[config.mk]
export PLATFORM = sky130hd
export DESIGN_NAME = regfile_write_arbiter
export DESIGN_NICKNAME = d
export VERILOG_FILES = /design/src/rtl/regfile_write_arbiter.sv
export SDC_FILE = /design/constraint.sdc
export NUM_CORES = 1
export LEC_CHECK = 0
export BUFFER_PORTS_ARGS = -buffer_cell sky130_fd_sc_hd__buf_2
export CAP_MARGIN = 0
export CORE_UTILIZATION = 45
export DETAILED_ROUTE_END_ITERATION = 10
export PLACE_DENSITY = 0.91
export SLEW_MARGIN = 0
export SYNTH_ARGS = -nofsm -noshare
export SYNTH_HDL_FRONTEND = slang
export SYNTH_SLANG_ARGS = --single-unit
[constraint.sdc]
create_clock -name i_clk -period 5.51 [get_ports i_clk]
set_input_delay 1.102 -clock i_clk [delete_from_list [all_inputs] [get_ports i_clk]]
set_output_delay 1.102 -clock i_clk [all_outputs]
set_load 0.01 [all_outputs]
[src/rtl/regfile_write_arbiter.sv]
// Round-robin arbiter for the register file's single write port, with an optional
// per-owner burst hold and a one-cycle registered write stage.
module regfile_write_arbiter #(
  parameter int DATA_W        = 32,
  parameter int ADDR_W        = 3,
  parameter int MAX_BURST     = 1,
  parameter int ZERO_REG_DROP = 1
) (
  input  logic                  i_clk,
  input  logic                  i_rst_n,
  input  logic                  i_freeze,
  input  logic [3:0]            i_req,
  input  logic [4*ADDR_W-1:0]   i_req_addr,
  input  logic [4*DATA_W-1:0]   i_req_data,
  output logic [3:0]            o_gnt,
  output logic                  o_wr_en,
  output logic [ADDR_W-1:0]     o_wr_addr,
  output logic [DATA_W-1:0]     o_wr_data,
  output logic [1:0]            o_wr_src
);

  localparam int CNT_W = (MAX_BURST > 1) ? $clog2(MAX_BURST) : 1;
  localparam logic [CNT_W-1:0] CNT_LAST = CNT_W'(MAX_BURST - 1);

  logic [1:0]       r_ptr;
  logic [1:0]       r_owner;
  logic             r_owner_vld;
  logic [CNT_W-1:0] r_cnt;

  logic             w_hold;
  logic             w_grant;
  logic [1:0]       w_gnt_idx;
  logic [CNT_W-1:0] w_cnt_inc;
  logic [ADDR_W-1:0] w_sel_addr;
  logic [DATA_W-1:0] w_sel_data;

  // Scan downwards so the requester closest to r_ptr is the last (winning) assignment.
  always_comb begin
    w_hold    = r_owner_vld && i_req[r_owner] && (r_cnt < CNT_LAST);
    w_grant   = 1'b0;
    w_gnt_idx = r_ptr;
    if (!i_freeze && (i_req != 4'b0000)) begin
      w_grant = 1'b1;
      if (w_hold) begin
        w_gnt_idx = r_owner;
      end else begin
        for (int k = 3; k >= 0; k--) begin
          if (i_req[r_ptr + 2'(k)]) begin
            w_gnt_idx = r_ptr + 2'(k);
          end
        end
      end
    end
  end

  assign o_gnt      = (w_grant && i_rst_n) ? (4'b0001 << w_gnt_idx) : 4'b0000;
  assign w_sel_addr = i_req_addr[w_gnt_idx*ADDR_W +: ADDR_W];
  assign w_sel_data = i_req_data[w_gnt_idx*DATA_W +: DATA_W];

  // Saturate so a lone requester re-won by rotation cannot push cnt past the limit.
  assign w_cnt_inc = (r_cnt == CNT_LAST) ? r_cnt : r_cnt + 1'b1;

  always_ff @(posedge i_clk or negedge i_rst_n) begin
    if (!i_rst_n) begin
      r_ptr       <= 2'd0;
      r_owner     <= 2'd0;
      r_owner_vld <= 1'b0;
      r_cnt       <= '0;
    end else if (w_grant) begin
      r_cnt       <= (r_owner_vld && (w_gnt_idx == r_owner)) ? w_cnt_inc : '0;
      r_owner     <= w_gnt_idx;
      r_owner_vld <= 1'b1;
      r_ptr       <= w_gnt_idx + 2'd1;
    end else if (!i_freeze) begin
      r_owner_vld <= 1'b0;
      r_cnt       <= '0;
    end
  end

  // Writes to register 0 are still granted and registered, only the enable is dropped.
  always_ff @(posedge i_clk or negedge i_rst_n) begin
    if (!i_rst_n) begin
      o_wr_en   <= 1'b0;
      o_wr_addr <= '0;
      o_wr_data <= '0;
      o_wr_src  <= 2'd0;
    end else if (w_grant) begin
      o_wr_en   <= !((ZERO_REG_DROP != 0) && (w_sel_addr == '0));
      o_wr_addr <= w_sel_addr;
      o_wr_data <= w_sel_data;
      o_wr_src  <= w_gnt_idx;
    end else begin
      o_wr_en <= 1'b0;
    end
  end

endmodule
**Yosys cells after proc, flatten, opt, wreduce, memory -nomap -nowiden**

Cells that the tools add are included.

- Bits in registers: 42
- Bits of input ports: 147
- Output and inout port bits: 42
- Word-level logic and storage cells: 57

- $add $sub $neg: 5
- Multiply operators: 1
- $lt $le $gt $ge: 6
- Eq/ne operators: 2
- Shift operators: 3
- Mux-type cells: 24
- Reductions and logical operators: 9

Operators by type and width:

| cell | number |
|---|---|
| indexed part select 128 x 8 -> 32 bit | 1 |
| < comparator 2 x 3 -> 1 bit (second input constant) | 5 |
| 2-to-1 mux 1 bit | 12 |
| 2-to-1 mux 2 bit | 6 |
| indexed part select 12 x 5 -> 3 bit | 1 |
| binary-select mux 1 bit (select 2 bit) | 5 |
| logical AND 1 bit | 5 |
| adder 2 x 1 -> 2 bit (second input constant) | 2 |
| adder 2 bit (second input constant) | 2 |
| multiplier 2 x 2 -> 4 bit (second input constant) | 1 |
| 2-to-1 mux 4 bit | 1 |
| nonzero test 4 bit | 1 |
| left shift 1 x 2 -> 4 bit (first input constant) | 1 |
| zero test 3 bit | 1 |
| equality test 2 bit | 1 |
| zero test 1 bit | 2 |
| != test 2 x 1 -> 1 bit (second input constant) | 1 |
| adder 1 bit (second input constant) | 1 |
| < comparator 1 bit (second input constant) | 1 |

**Depth between registers and ports, before layout**

- Word-level depth: 14
- Gate-level depth with buffers: 10
- Gate-level depth less buffers: 7

**Worst setup path after synthesis**

OpenSTA, ideal clock, no wires.

- Path type: in2out
- From: input port i_req[1]
- To: output port o_gnt[1]
- Arrival time: 2752 ps
- Data required time: 4408 ps
- Setup slack: 1656 ps
- Stages: 8
- Path buffers: 2
- Path through: or4_4 and2_4 buf_6 a31oi_4 inv_2 buf_6 ha_1 and3_1

- Cells in the longest elaborated chain, start to end: 10
- Elaborated cells between the ends (all ways): 24
- Those cells by class: 1 x shift; 18 x mux; 5 x reduce/logical

RTL lines:

| item | line | text |
|---|---|---|
| start: declaration | 12 | `input logic [3:0] i_req,` |
| binary-select mux 1 bit (select 2 bit) | 48 | `if (i_req[r_ptr + 2'(k)]) begin` |
| 2-to-1 mux 1 bit (implied by the code) | 48 |  |
| 2-to-1 mux 2 bit (4 in a row) | 48 |  |
| 2-to-1 mux 2 bit | 44 | `if (w_hold) begin` |
| 2-to-1 mux 2 bit (*) | 42 | `if (!i_freeze && (i_req != 4'b0000)) begin` |
| net w_gnt_idx[1] | 32 | `logic [1:0] w_gnt_idx;` |
| left shift 1 x 2 -> 4 bit (*) | 56 | `assign o_gnt = (w_grant && i_rst_n) ? (4'b0001 << w_gnt_idx) : 4'b0000;` |
| 2-to-1 mux 4 bit (*) | 56 |  |
| end: declaration | 15 | `output logic [3:0] o_gnt,` |

Mark *: on every way through the listed nets, which the timed path passes. The rest lies on a longest branch. The select of a mux whose other input is x is not followed.

**Worst setup path after layout**

- From: input port i_req[2]
- To: output port o_gnt[2]

The elaborated chain is that of the path after synthesis.

==> flow_summary.ini <==
[critical_path]
worstSetupPathType = primary input to output pin
crit_top_cell = buf_2
cp_slowest_cell = clkinv_2
crit_fanout = 30
cp_slowest_stage_delay_ns = 0.65
cp.required_ns = 4.41
cp_data_arrival_time_ns = 3.33
end_kind = output pin
crit_chain = buf_2 -> a211oi_1 -> a32oi_1 -> o211ai_1 -> clkinv_2 -> ha_1 -> and3_1 -> buf_2
start_kind = primary input

[synthesis]
ys_ff_latch = 40
synth_nets = 402
yosysTopAreaCell = dfrtp_1
synth_cells = 251
synth_seq_area_share_pct = 36.7
yosys.area.top_type_share_pct = 36.7
synth_edf_count = 0
yosys-top-cells-area = dfrtp_1 37%, mux2i_1 25%, a221oi_1 10%
async_flop_share_pct = 100
yosysWarnings = 0
synth_flop_cell = dfrtp_1
yosys.cell_types.count = 32
syn_area_per_cell_sq_um = 10.9
synthesis.area_sq_mm = 0.00273

[global_routing]
grt_pass1_vias = 2550
grt_pass1_wl_mm = 11.5
top_usage_layer = met2
overflow = 0
use_met1_pct = 24.9
grt.met2_usage_pct = 43.5
antenna_found_initial = 0
grtUsageTotal_pct = 23.3
gr-usage-met3_pct = 5.03
grt_max_degree = 75

[placement]
gp_congestion = 0.985
dp_hpwl_mm = 5.82
post-place-ws_ns = 1.08
io_buffers = 188

[detailed_routing]
vias = 2777
antenna_left = 0
post_drt_wl_per_cell_um = 15.5
drtPass1Iterations = 4
drt_iter0_drc = 124
via_per_inst = 5.58
route.detailed.drc = 0
wirelength_mm = 7.70

[sta]
worst_pin_slew_ns = 0.930
setup_viol = 0
hold_viol_final = 0
drv_slew = 0
fin_ws_ns = 1.08
post-route-period-util_pct = 80.4
rsz0062_at_grt = false
finalClockSkew_ns = 0.00987
setup_tns_ns = 0
post-route-min-period_ns = 4.43
fmax_ghz = 0.226
max_slew_margin_pct = 38.0

[floorplan]
core_sq_mm = 0.00568
die_h_um = 79.8
row_count = 27
dieArea_sq_mm = 0.00637
start_util_pct = 48.0
die_w_um = 79.8
io_pins = 189

[power_and_ir_drop]
leakagePower_nw = 2.19
peakVddDrop_mv = 0.186
cellPowerDensity_mw_per_mm2 = 390

[clocking]
cts-resized-gates = 0
cts.sinks = 40
cts_tree = yes
hold_buffers = 0
numCtsBuffers = 5
ctsRootBufferMaster = clkbuf_8
cts_buffer_depth = 2
clkTransAtPathRegs_ns = 0.07
htreeDepth = 2
insertion_delay_ns = 0.29
postCtsSetupBuffers = 0

[finish]
regArea_sq_mm = 0.00100
fin_nets = 576
drive_gt1_share_pct = 48.8
area_growth_syn_to_layout_pct = 38.8
final_cell_mix = 188 x buf_2, 68 x mux2i_1, 40 x dfrtp_1, 33 x a21o_1, 32 x a221oi_1
fillers = 437
multi_input_area_sq_mm = 0.00159
diodes = 0
final_common_cell = buf_2

[min_path]
hold_path.class = register to register

[run]
drv_cap = 0

[outcome]
outcome = completed
where the power goes:
part	internal [mW]	switching, mW
clock network	0.148	0.0991
registers	0.392	0.0613
logic	0.361	0.412
total	0.902	0.572
path summary, 6_finish.rpt:
check / startpoint / to / slack, ns / cells past startpoint
min in group asynchronous: i_rst_n / o_wr_data[23] / 0.95 / 1
max in group asynchronous: i_rst_n / o_wr_data[9] / 3.97 / 1
max reg2reg: r_ptr[1] / o_wr_data[31] / 2.27 / 8
min reg2reg: o_wr_data[6] / o_wr_data[6] / 0.47 / 1
min: o_wr_data[6] / o_wr_data[6] / 0.47 / 1
max: i_req[2] / o_gnt[2] / 1.08 / 8
state kept, by name (all words and copies together) (netlist names):
| name | flops |
|---|---|
| o_wr_en | 1 |
| r_owner | 2 |
| r_ptr | 2 |
| o_wr_addr | 3 |
| o_wr_data | 32 |
Yosys cell counts (all sizes together) (2+ instances only):
| cell | instances |
|---|---|
| a211oi | 2 |
| a21o | 33 |
| a21oi | 3 |
| a221oi | 32 |
| a31oi | 2 |
| and3 | 4 |
| buf | 14 |
| clkbuf | 10 |
| dfrtp | 40 |
| ha | 4 |
| inv | 4 |
| mux2i | 68 |
| mux4 | 2 |
| nand2 | 13 |
| nand2b | 2 |
| nor2 | 4 |
| o21ai | 4 |
| o21bai | 2 |
logic make-up (layout without fill, tap and decap cells):
group / after synthesis / in the layout / share of synthesized area, %
AO/OA/AOI/OAI: 82 / 82 / 24.0
adder cells (fa/ha/maj): 4 / 4 / 1.84
buffers and inverters: 28 / 203 / 5.46
flip-flops: 40 / 40 / 36.7
multiplexers: 71 / 71 / 27.2
AND/OR/NAND/NOR: 26 / 26 / 4.77
layer usage:
| metal | up-vias | share of wire [%] |
|---|---|---|
| li1 | 1319 | - |
| met1 | 1299 | 38 |
| met2 | 137 | 52 |
| met3 | 22 | 7.3 |
| met4 | 0 | 2.9 |
| met5 | - | 0 |
worst max-delay path: cells and delay by family:
family	cells	cell delay [ns]
compound gates	3	0.70
fa+ha+maj	1	0.45
buf+inv	3	0.92
simple gates	1	0.16
area by class of cell:
type,count,share of cell area [%]
multi-input cells,183,42.0
flip-flops and latches,40,26.5
repair buffers,191,25.5
clock inverters,2,1.03
well taps,72,2.38
clock buffers,6,2.18
inverters,4,0.430
per-stage QoR:
stage | total power, mW | cell area, sq um | utilization (%) | hold slack [ns] | instances
floorplan | 1.01 | 2730 | - | 0.514 | 251
global route | 1.57 | 3780 | 66.6 | 0.492 | 498
finish | 1.47 | 3780 | 66.6 | 0.472 | 498
CTS | 1.49 | 3780 | 66.6 | 0.477 | 498
detailed placement | 1.24 | 3660 | 64.5 | 0.460 | 490
global placement | 1.20 | 3660 | 64.5 | 0.454 | 490
Note: power is estimated with default switching activity, not from simulation.
